File: config.mk
export PLATFORM = sky130hd
export DESIGN_NAME = vnlp_norm_sqrt
export DESIGN_NICKNAME = d
export VERILOG_FILES = /design/src/rtl/vnlp_norm_sqrt.sv
export SDC_FILE = /design/constraint.sdc
export NUM_CORES = 1
export LEC_CHECK = 0
export CAP_MARGIN = 10
export CORE_MARGIN = 2
export CORE_UTILIZATION = 55
export CTS_CLUSTER_SIZE = 8
export DETAILED_ROUTE_END_ITERATION = 7
export PLACE_DENSITY_LB_ADDON = 0.12
export SLEW_MARGIN = 20
export SYNTH_ARGS = -nofsm -noshare
export SYNTH_HDL_FRONTEND = slang
export SYNTH_SLANG_ARGS = --single-unit
File: constraint.sdc
create_clock -name clk -period 3.3 [get_ports clk]
set_input_delay 0.66 -clock clk [delete_from_list [all_inputs] [get_ports clk]]
set_output_delay 0.66 -clock clk [all_outputs]
set_load 0.01 [all_outputs]
File: src/rtl/vnlp_norm_sqrt.sv
// Integer square root of the VNLP sum-of-squares, one result bit per cycle
// (restoring algorithm), with the element count carried alongside the result.
module vnlp_norm_sqrt #(
    parameter int W_IN   = 47,
    parameter int W_ROOT = 24,
    parameter int W_LEN  = 7
) (
    input  logic                clk,
    input  logic                rst,
    input  logic                START,
    input  logic [W_IN-1:0]     NORM2,
    input  logic [W_LEN-1:0]    LEN,
    output logic                BUSY,
    output logic                DONE,
    output logic [W_ROOT-1:0]   NORM,
    output logic [W_ROOT:0]     REM,
    output logic [W_LEN-1:0]    LEN_OUT,
    output logic                ZERO_LEN
);

    localparam int W_RAD = 2 * W_ROOT;
    localparam int W_STP = W_ROOT + 2;
    localparam int W_RMO = W_ROOT + 1;
    localparam int W_CNT = $clog2(W_ROOT + 1);

    typedef enum logic {IDLE, CALC} state_t;

    state_t             state;
    logic [W_RAD-1:0]   rad;
    logic [W_ROOT-1:0]  root;
    logic [W_ROOT-1:0]  rem_r;
    logic [W_LEN-1:0]   len_hold;
    logic [W_CNT-1:0]   cnt;

    logic [W_STP-1:0]   rem_sh;
    logic [W_STP-1:0]   trial;
    logic               ge;
    logic [W_RMO-1:0]   rem_nx;
    logic [W_ROOT-1:0]  root_nx;

    // Before the last step the partial remainder is at most 2*root of a
    // (W_ROOT-1)-bit root, so W_ROOT bits of stored remainder suffice; only
    // the final remainder needs the extra bit and goes straight to REM.
    always_comb begin
        rem_sh  = {rem_r, rad[W_RAD-1 -: 2]};
        trial   = {root, 2'b01};
        ge      = (rem_sh >= trial);
        rem_nx  = W_RMO'(ge ? rem_sh - trial : rem_sh);
        root_nx = {root[W_ROOT-2:0], ge};
    end

    // NOTE: all state uses non-blocking assignments so every register samples
    // the pre-edge values of the others, independent of statement order.
    always_ff @(posedge clk) begin
        if (rst) begin
            state    <= IDLE;
            rad      <= '0;
            root     <= '0;
            rem_r    <= '0;
            len_hold <= '0;
            cnt      <= '0;
            BUSY     <= 1'b0;
            DONE     <= 1'b0;
            NORM     <= '0;
            REM      <= '0;
            LEN_OUT  <= '0;
            ZERO_LEN <= 1'b1;
        end else begin
            DONE <= 1'b0;
            case (state)
                IDLE: begin
                    if (START) begin
                        rad      <= W_RAD'(NORM2);
                        root     <= '0;
                        rem_r    <= '0;
                        len_hold <= LEN;
                        cnt      <= W_CNT'(W_ROOT - 1);
                        BUSY     <= 1'b1;
                        state    <= CALC;
                    end
                end
                CALC: begin
                    rad   <= rad << 2;
                    root  <= root_nx;
                    rem_r <= rem_nx[W_ROOT-1:0];
                    cnt   <= cnt - 1'b1;
                    if (cnt == '0) begin
                        NORM     <= root_nx;
                        REM      <= rem_nx;
                        LEN_OUT  <= len_hold;
                        ZERO_LEN <= (len_hold == '0);
                        DONE     <= 1'b1;
                        BUSY     <= 1'b0;
                        state    <= IDLE;
                    end
                end
                default: state <= IDLE;
            endcase
        end
    end

endmodule

==> flow_summary.ini <==
[setup_path]
cp-start-kind = register
critPathMaxFanout = 12
crit_required_ps = 3640
worstSetupPathType = register to register
startpoint = root[3]$_SDFFE_PP0P_
r2r_start = root[3]$_SDFFE_PP0P_
rrSetupSlack_ps = 350
rr_endpoint = REM[10]$_SDFFE_PP0P_
crit_path_end_kind = register
ff2ff_path_depth = 10
endpoint = REM[10]$_SDFFE_PP0P_
crit_arrival_ps = 3290

[routing]
vias = 7151
drc = 0
drt_iter0_markers = 454
ant_nets = 0
wl_um = 19400
routedWlPerCell_um = 15.2
vias_per_cell = 5.62
dr.pass1.iters = 5

[global_route]
grt_pass1_wl_um = 32500
met2_usage = 0.410
grt_pass1_vias = 6757
grt_antenna_before_repair = 0
grt_util_met3 = 0.0599
track_usage = 0.249
top_usage_layer = met2
grt_overflow_total = 0
grt_use_met1 = 0.323
grt_max_degree = 81

[placement]
place_congestion = 0.982
numPortBuffers = 115
dp_hpwl_um = 13300

[clock_network]
cts_setup_buffers = 0
numClockSinks = 168
cts_buffers = 17
cts_hold_buf = 0
clk_latency_ps = 430
cts_resized = 0
cts_tree = done
cts-root-buf = clkbuf_16
clk_pin_slew_ps = 60
htreeDepth = 4
cts.path.max_buffers = 2

[sta]
finClkSkew_ps = 10.1
rsz0062_at_grt = no
min_period_ps = 2950
final.setup.tns_ps = 0
finalMaxSlewViolations = 0
max_freq_mhz = 339
hold_viol = 0
tightest_slew_ps = 902
period_share = 0.894
setup_violations = 0
relSlewSlack = 0.398

[layout]
drive_gt1_frac = 0.0533
finalCoreUtilization = 0.683
nFillCells = 1221
area_growth_pct = 21.9
diodes = 0
nNetsFinal = 1161

[logic_synthesis]
synth_top_area_frac = 0.416
synth_area_leaders = dfxtp_1 42%, mux2i_1 8.9%, a21oi_1 8.1%
ys_async_sr_fraction = 0
syn-num-nets = 1083
synth_common_cells = 168 x dfxtp_1, 160 x nor2_1, 131 x a21oi_1
ys_ff_latch = 168
yosysWarningCount = 0
yosysSeqAreaShare = 0.416
synth_edf_count = 0
syn_avg_cell_area_um2 = 8.10
synth_most_common_cell = dfxtp_1
yosysUniqueCellTypes = 60
synth_top_area_cell = dfxtp_1
netlist_area_um2 = 8080
synthCells = 998
synth_top_flop_cell = dfxtp_1

[outcome]
status = complete, no violations

[pwr]
power_density_nw_per_um2 = 1100
leakage_nw = 3.87
vdd.ir_drop.worst_uv = 901

[floorplanning]
start_util = 0.560
die_x_um = 125
pin_count = 116
rows = 44
die-area_um2 = 15700
dieHeight_um = 125
core_area_um2 = 14400

[hold_path]
hold_depth = 2
hold_class = register to register

[run]
max_cap_violations = 0
logic make-up after synthesis:
kind of cell	after synthesis	synth area share
adders and majority gates	28	0.0434
AOI/OAI and AO/OA	255	0.189
DFF	168	0.416
muxes	73	0.0906
xor gates and xnor gates	15	0.0163
and+or+nand+nor	357	0.192
buffers and inverters	102	0.0528
report_power, final:
part,switching [mW],internal (mW)
sequential,0.195,2.25
combinational,3.67,2.75
clock,0.840,1.09
total,4.71,6.09
stage by stage:
step                hold slack [ps]  instances  instance area [um2]  worst slack, ps  total power [mW]
finish                          453       1273                 9850              350              10.8
global route                    470       1273                 9850             68.6              11.6
CTS                             456       1273                 9850              398              10.8
detailed placement              448       1241                 9280              417              8.82
global placement                444       1241                 9280              481              8.76
floorplan                       429        998                 8080              734              7.49
flip-flops by register name, indices dropped and copies added (netlist names), 5 cells and up:
name,count
root,24
rad,48
cnt,5
NORM,24
LEN_OUT,7
REM,25
rem_r,24
len_hold,7
layer usage:
metal | share of wire | wire [um] | vias to the layer above
li1 | - | - | 3632
met1 | 0.46 | 8880 | 3331
met2 | 0.48 | 9250 | 158
met3 | 0.046 | 902 | 30
met4 | 0.019 | 376 | 0
met5 | 0 | 0 | -
critical path, stage by stage, from the launching register on:
cell,delay (ps)
dfxtp_1,370
inv_1,90
ha_1,380
a21oi_1,210
nor3b_1,400
a21o_1,280
a2111oi_4,110
or3_1,400
buf_4,230
mux2i_1,150
a211oi_1,230
placed cells by master (no fill, tap or decap), types with 7 or more instances in the layout:
cell / instances
a211oi_1: 27
a21o_1: 11
a21oi_1: 131
and3_1: 7
buf_4: 15
clkbuf_16: 17
clkdlybuf4s50_1: 113
dfxtp_1: 167
ha_1: 28
inv_1: 32
mux2i_1: 72
nand2_1: 102
nor2_1: 159
nor3_1: 36
o21a_1: 7
o21ai_0: 44
or3_1: 7
xnor2_1: 11
how the worst min path moves through the flow:
stage / from / end
2_1_floorplan: rem_r[23]$_SDFFE_PP0P_ / rem_r[23]$_SDFFE_PP0P_
3_3_place_gp: NORM[13]$_SDFFE_PP0P_ / NORM[13]$_SDFFE_PP0P_
3_5_place_dp: NORM[13]$_SDFFE_PP0P_ / NORM[13]$_SDFFE_PP0P_
4_1_cts: NORM[13]$_SDFFE_PP0P_ / NORM[13]$_SDFFE_PP0P_
5_1_grt: NORM[13]$_SDFFE_PP0P_ / NORM[13]$_SDFFE_PP0P_
6_report: NORM[13]$_SDFFE_PP0P_ / NORM[13]$_SDFFE_PP0P_
area by class of cell:
type / count / area [um2] / share of cell area
Multi-Input combinational cell: 728 / 4300 / 0.436
Clock buffer: 20 / 457 / 0.0464
Tap cell: 184 / 230 / 0.0234
Clock inverter: 12 / 115 / 0.0117
Sequential cell: 168 / 3370 / 0.342
Inverter: 32 / 120 / 0.0122
Timing Repair Buffer: 129 / 1260 / 0.128
Power figures use the tool's default switching activity.
==> RTL edit 1, RTL diff (same flow settings) <==
Add an input register stage for `START`, `NORM2` and `LEN`, with the module's reset; this delays them by one clock.
--- a/src/rtl/vnlp_norm_sqrt.sv
+++ b/src/rtl/vnlp_norm_sqrt.sv
@@ -24,6 +24,22 @@
     localparam int W_CNT = $clog2(W_ROOT + 1);
 
     typedef enum logic {IDLE, CALC} state_t;
+
+    logic START_q;
+    logic [W_IN-1:0] NORM2_q;
+    logic [W_LEN-1:0] LEN_q;
+
+    always_ff @(posedge clk) begin
+        if (rst) begin
+            START_q <= '0;
+            NORM2_q <= '0;
+            LEN_q   <= '0;
+        end else begin
+            START_q <= START;
+            NORM2_q <= NORM2;
+            LEN_q   <= LEN;
+        end
+    end
 
     state_t             state;
     logic [W_RAD-1:0]   rad;
@@ -69,11 +85,11 @@
             DONE <= 1'b0;
             case (state)
                 IDLE: begin
-                    if (START) begin
-                        rad      <= W_RAD'(NORM2);
+                    if (START_q) begin
+                        rad      <= W_RAD'(NORM2_q);
                         root     <= '0;
                         rem_r    <= '0;
-                        len_hold <= LEN;
+                        len_hold <= LEN_q;
                         cnt      <= W_CNT'(W_ROOT - 1);
                         BUSY     <= 1'b1;
                         state    <= CALC;
Function: changed (Yosys sat finds a counterexample within 4 cycles, from zero or initial values and one cycle with rst high).
==> RTL edit 1 against the original RTL <==
Sequential share of layout area grew 5.1 points; setup slack better by 53 ps; count of clock-buffer cells in the layout increased by 14; design area rose by 16%; critical path depth rose by 3; die area increased by 15%; final cell count increased by 11%; first-iteration DRC count shrank 7.0%; wire length grew 4.9%; sequential cell count increased by 55; synthesized area is 16% higher; maximum frequency grew 1.8%.
Power is not compared: it rests on default switching activity, and its combinational part moved more than twofold at a synthesized area within 25%.
==> RTL edit 1: results (changes against the original RTL) <==
<table>
<tr><th>Metric</th><th>Value</th></tr>
<tr><th colspan="2">STA</th></tr>
<tr><td>Worst clock skew on the final layout</td><td>14.6 ps (+4.58 ps)</td></tr>
<tr><td>Measured slew at the worst slew-check pin</td><td>836 ps (-66.2 ps)</td></tr>
<tr><th colspan="2">Setup path</th></tr>
<tr><td>Worst setup path end</td><td>REM[0]$_SDFFE_PP0P_</td></tr>
<tr><td>Worst Reg2Reg Path Length in Cells</td><td>13 (+3)</td></tr>
<tr><td>Worst-path cell with the longest stage delay</td><td>sky130_fd_sc_hd__ha_1</td></tr>
<tr><td>Worst setup slack for register-to-register paths</td><td>400 ps (+50 ps)</td></tr>
<tr><td>Worst reg2reg path startpoint</td><td>root[15]$_SDFFE_PP0P_</td></tr>
<tr><td>CP startpoint</td><td>root[15]$_SDFFE_PP0P_</td></tr>
<tr><td>Arrival time reported for the critical path endpoint</td><td>3370 ps (+80 ps)</td></tr>
<tr><td>Maximum fanout along the worst path</td><td>23 (+11)</td></tr>
<tr><th colspan="2">Global route</th></tr>
<tr><td>Total routing usage reported by global routing</td><td>22.5% (-2.4 points)</td></tr>
<tr><td>Pin count of the biggest net entering global routing</td><td>145 (+79%)</td></tr>
<tr><th colspan="2">Logic synthesis</th></tr>
<tr><td>Library cells used by synthesis</td><td>53 (-12%)</td></tr>
<tr><td>Cell types occupying the most area after synthesis</td><td>sky130_fd_sc_hd__dfxtp_1 (48%), sky130_fd_sc_hd__a21oi_1 (7.8%), sky130_fd_sc_hd__nor2_1 (7.2%)</td></tr>
<tr><td>Net count after synthesis</td><td>1194 (+10%)</td></tr>
<tr><td>Synth cell count leaders</td><td>sky130_fd_sc_hd__dfxtp_1 (223), sky130_fd_sc_hd__nor2_1 (179), sky130_fd_sc_hd__a21oi_1 (146), sky130_fd_sc_hd__nand2_1 (108), sky130_fd_sc_hd__nor2b_1 (60)</td></tr>
<tr><th colspan="2">Clock tree</th></tr>
<tr><td>Maximum level of the CTS H-tree</td><td>1 (-3)</td></tr>
<tr><td>Worst-Skew Late Latency</td><td>550 ps (+120 ps)</td></tr>
<tr><th colspan="2">Placement</th></tr>
<tr><td>Final weighted congestion of routability-driven global placement</td><td>0.915 (-6.9%)</td></tr>
<tr><th colspan="2">Run status</th></tr>
<tr><td>Outcome</td><td>finished clean</td></tr>
<tr><th colspan="2">Detailed routing</th></tr>
<tr><td>Final routed wire length divided by cell count</td><td>14.4 um (-5.9%)</td></tr>
<tr><td>Number of design-rule violations left by the first detailed-router iteration</td><td>422 (-7.0%)</td></tr>
<tr><td>Aggregate routed wire length</td><td>20.4 mm (+4.9%)</td></tr>
<tr><th colspan="2">Layout</th></tr>
<tr><td>Leading registers by flop count</td><td>rad x48, NORM2_q x47, REM x25</td></tr>
<tr><td>Total Nets Final</td><td>1281 (+10%)</td></tr>
<tr><td>Share of final-layout standard cells stronger than drive strength 1</td><td>4.34% (-0.99 points)</td></tr>
</table>
-- RTL edit 1: where the power goes --
| part | switching (W) | internal (W) | total, W |
|---|---|---|---|
| Combinational | 0.00114 | 0.000833 | 0.00197 |
| Sequential | 0.0000981 | 0.00283 | 0.00293 |
| Clock | 0.00108 | 0.00165 | 0.00272 |
| Total | 0.00232 | 0.00532 | 0.00763 |
-- RTL edit 1: cell families (layout without fill, tap and decap cells) --
group | count (synthesis) | count (layout) | share of synthesized area (%)
mux | 60 | 60 | 6.44
xor+xnor | 18 | 18 | 1.69
simple gates | 420 | 420 | 20.2
flops | 223 | 223 | 47.8
buf+inv | 105 | 194 | 4.45
fa+ha+maj | 28 | 28 | 3.75
compound gates | 255 | 255 | 15.7
-- RTL edit 1: final cells by class --
class / count / area [um2]
Clock inverter: 1 / 20.0
Multi-Input combinational cell: 781 / 4480
Sequential cell: 223 / 4470
Fill cell: 1397 / 5190
Tap cell: 220 / 275
Inverter: 35 / 131
Clock buffer: 34 / 787
Timing Repair Buffer: 124 / 1230
-- RTL edit 1: worst min path at each step --
stage               cells past startpoint                 endpoint               startpoint  slack, ps
CTS                                     2     NORM[9]$_SDFFE_PP0P_     NORM[9]$_SDFFE_PP0P_        450
global placement                        2    NORM[11]$_SDFFE_PP0P_    NORM[11]$_SDFFE_PP0P_        440
finish                                  2    NORM[15]$_SDFFE_PP0P_    NORM[15]$_SDFFE_PP0P_        450
floorplan                               2   rem_r[23]$_SDFFE_PP0P_   rem_r[23]$_SDFFE_PP0P_        440
detailed placement                      2    NORM[15]$_SDFFE_PP0P_    NORM[15]$_SDFFE_PP0P_        450
global route                            2  LEN_OUT[4]$_SDFFE_PP0P_  LEN_OUT[4]$_SDFFE_PP0P_        480
-- RTL edit 1: per-stage QoR --
step | cell area (um2) | worst slack (ps) | power [W]
2_1_floorplan | 9340 | 856 | 0.00448
3_3_place_gp | 10600 | 503 | 0.00493
3_5_place_dp | 10600 | 446 | 0.00495
4_1_cts | 11400 | 414 | 0.00768
5_1_grt | 11400 | 120 | 0.00806
6_report | 11400 | 404 | 0.00763
-- RTL edit 1: routing by layer --
layer | wire (um) | global-route usage [%] | vias to the layer above
met5 | 0 | 0 | -
met4 | 546 | 7.31 | 0
met3 | 840 | 4.20 | 40
met2 | 10100 | 39.8 | 164
met1 | 8910 | 27.8 | 3497
li1 | - | - | 3908
==> RTL edit 2, RTL diff (same settings) <==
Without the edit above. `W_ROOT`: 24 -> 28.
--- a/src/rtl/vnlp_norm_sqrt.sv
+++ b/src/rtl/vnlp_norm_sqrt.sv
@@ -2,7 +2,7 @@
 // (restoring algorithm), with the element count carried alongside the result.
 module vnlp_norm_sqrt #(
     parameter int W_IN   = 47,
-    parameter int W_ROOT = 24,
+    parameter int W_ROOT = 28,
     parameter int W_LEN  = 7
 ) (
     input  logic                clk,
Interface: changed (resized NORM and REM); port bits go from 116 to 124. No check against the original RTL was run, so the function may have changed too.
==> RTL edit 2 against the original RTL <==
Synthesized area is 12% higher; sequential cell count is 24 higher; wire length is 3.9% higher; synthesized cell count is 13% higher; setup slack worse by 110 ps; design area is 11% higher; worst hold slack better by 0.68 ps; non-clock buffer count is 4 higher; critical path type unchanged.
Power is not compared: it rests on default switching activity, and its combinational part moved more than twofold at a synthesized area within 25%.
==> RTL edit 2: results (changes against the original RTL) <==
<table>
<tr><th>Metric</th><th>Value</th></tr>
<tr><th colspan="2">Setup path</th></tr>
<tr><td>Worst Reg2Reg Path Length in Cells</td><td>13 (+3)</td></tr>
<tr><td>Worst setup slack for register-to-register paths</td><td>240 ps (-110 ps)</td></tr>
<tr><td>Maximum fanout along the worst path</td><td>19 (+7)</td></tr>
<tr><td>Arrival time reported for the critical path endpoint</td><td>3410 ps (+120 ps)</td></tr>
<tr><td>CP startpoint</td><td>root[11]$_SDFFE_PP0P_</td></tr>
<tr><td>Worst setup path end</td><td>REM[23]$_SDFFE_PP0P_</td></tr>
<tr><th colspan="2">Layout</th></tr>
<tr><td>Leading registers by flop count</td><td>rad x56, REM x29</td></tr>
<tr><td>Share of final-layout standard cells stronger than drive strength 1</td><td>7.11% (+1.8 points)</td></tr>
<tr><td>Number of fill cells in the layout</td><td>1418 (+16%)</td></tr>
<tr><th colspan="2">Run status</th></tr>
<tr><td>Outcome</td><td>finished clean</td></tr>
<tr><th colspan="2">Global route</th></tr>
<tr><td>Wire length of the first global-routing pass</td><td>34.4 mm (+6.0%)</td></tr>
<tr><td>Pin count of the biggest net entering global routing</td><td>125 (+54%)</td></tr>
<tr><td>Total routing usage reported by global routing</td><td>23.4% (-1.5 points)</td></tr>
<tr><td>Vias in the first global route</td><td>7432 (+10%)</td></tr>
<tr><th colspan="2">Detailed routing</th></tr>
<tr><td>Mean number of vias per cell</td><td>5.44 (-3.2%)</td></tr>
<tr><td>Aggregate routed wire length</td><td>20.2 mm (+3.9%)</td></tr>
<tr><th colspan="2">Placement</th></tr>
<tr><td>Number of buffers added on ports</td><td>123 (+7.0%)</td></tr>
<tr><td>Final weighted congestion of routability-driven global placement</td><td>0.920 (-6.3%)</td></tr>
<tr><td>Pre-CTS WS</td><td>341 ps (-76.6 ps)</td></tr>
<tr><td>Post-DP HPWL</td><td>13.4 mm (+0.70%)</td></tr>
<tr><th colspan="2">Logic synthesis</th></tr>
<tr><td>Net count after synthesis</td><td>1213 (+12%)</td></tr>
<tr><td>Cell types occupying the most area after synthesis</td><td>sky130_fd_sc_hd__dfxtp_1 (42%), sky130_fd_sc_hd__a21oi_1 (8.5%), sky130_fd_sc_hd__nor2_1 (8.4%)</td></tr>
<tr><td>Proportion of synthesized chip area in sequential cells</td><td>42.4% (+0.81 points)</td></tr>
<tr><td>Library cells used by synthesis</td><td>53 (-12%)</td></tr>
<tr><td>Synth cell count leaders</td><td>sky130_fd_sc_hd__nor2_1 (202), sky130_fd_sc_hd__dfxtp_1 (192), sky130_fd_sc_hd__a21oi_1 (153), sky130_fd_sc_hd__nand2_1 (119), sky130_fd_sc_hd__clkbuf_1 (61)</td></tr>
<tr><th colspan="2">Clock tree</th></tr>
<tr><td>Maximum level of the CTS H-tree</td><td>4 (unchanged)</td></tr>
<tr><th colspan="2">STA</th></tr>
<tr><td>Worst clock skew on the final layout</td><td>10.1 ps (+0.0872 ps)</td></tr>
<tr><td>Rel. slew slack</td><td>35.6% (-4.2 points)</td></tr>
</table>
## RTL edit 2: changes by cell type after synthesis, moves of 15 or more
cell	change
sky130_fd_sc_hd__nor2_1	+42
sky130_fd_sc_hd__dfxtp_1	+24
sky130_fd_sc_hd__a21oi_1	+22
sky130_fd_sc_hd__o21ai_0	-20
sky130_fd_sc_hd__nand2_1	+17
sky130_fd_sc_hd__a211oi_2	+15
## RTL edit 2: final cells by class
cell class	count	area, um2	area share (%)
Multi-Input combinational cell	814	4760	43.5
Sequential cell	192	3850	35.2
Clock buffer	22	474	4.34
Clock inverter	8	78.8	0.721
Timing Repair Buffer	133	1350	12.4
Inverter	41	154	1.41
Tap cell	216	270	2.47
## RTL edit 2: worst max-delay path, stage by stage (launching register included)
cell and delay [ps]:
sky130_fd_sc_hd__dfxtp_1 370, sky130_fd_sc_hd__inv_1 90, sky130_fd_sc_hd__ha_1 380, sky130_fd_sc_hd__a21oi_1 240, sky130_fd_sc_hd__o21ai_1 130, sky130_fd_sc_hd__o21bai_2 160, sky130_fd_sc_hd__o31ai_2 100, sky130_fd_sc_hd__o311ai_2 300
sky130_fd_sc_hd__a21oi_2 140, sky130_fd_sc_hd__a21oi_4 390, sky130_fd_sc_hd__buf_12 210, sky130_fd_sc_hd__inv_2 100, sky130_fd_sc_hd__mux2i_1 150, sky130_fd_sc_hd__a211oi_1 240
## RTL edit 2: kinds of logic after synthesis
family                   share of synthesized area [%]
AO/OA/AOI/OAI                                     19.7
adder cells (fa/ha/maj)                           4.42
buffers and inverters                             5.23
flip-flops                                        42.4
AND/OR/NAND/NOR                                   19.0
multiplexers                                      6.88
XOR/XNOR                                          2.32
## RTL edit 2: metrics by stage
| stage | instance area [um2] | power [W] | std cells |
|---|---|---|---|
| after detailed placement | 10400 | 0.00528 | 1396 |
| after floorplan | 9060 | 0.00467 | 1124 |
| after global routing | 10900 | 0.00765 | 1426 |
| after CTS | 10900 | 0.00725 | 1426 |
| final | 10900 | 0.00722 | 1426 |
| after global placement | 10400 | 0.00525 | 1396 |
## RTL edit 2: how the worst min path moves through the flow
stage | to | slack (ps) | cells after the start
after global placement | NORM[18]$_SDFFE_PP0P_ | 440 | 2
after global routing | NORM[22]$_SDFFE_PP0P_ | 470 | 2
final | NORM[14]$_SDFFE_PP0P_ | 450 | 2
after floorplan | rem_r[27]$_SDFFE_PP0P_ | 430 | 2
after detailed placement | LEN_OUT[6]$_SDFFE_PP0P_ | 450 | 2
after CTS | LEN_OUT[6]$_SDFFE_PP0P_ | 460 | 2
## RTL edit 2: layer usage
metal / track usage (%) / vias to the layer above / part of all wire, %
li1: - / 3986 / -
met1: 29.3 / 3597 / 45
met2: 40.4 / 147 / 49
met3: 5.31 / 22 / 4.4
met4: 6.69 / 0 / 1.1
met5: 0 / - / 0
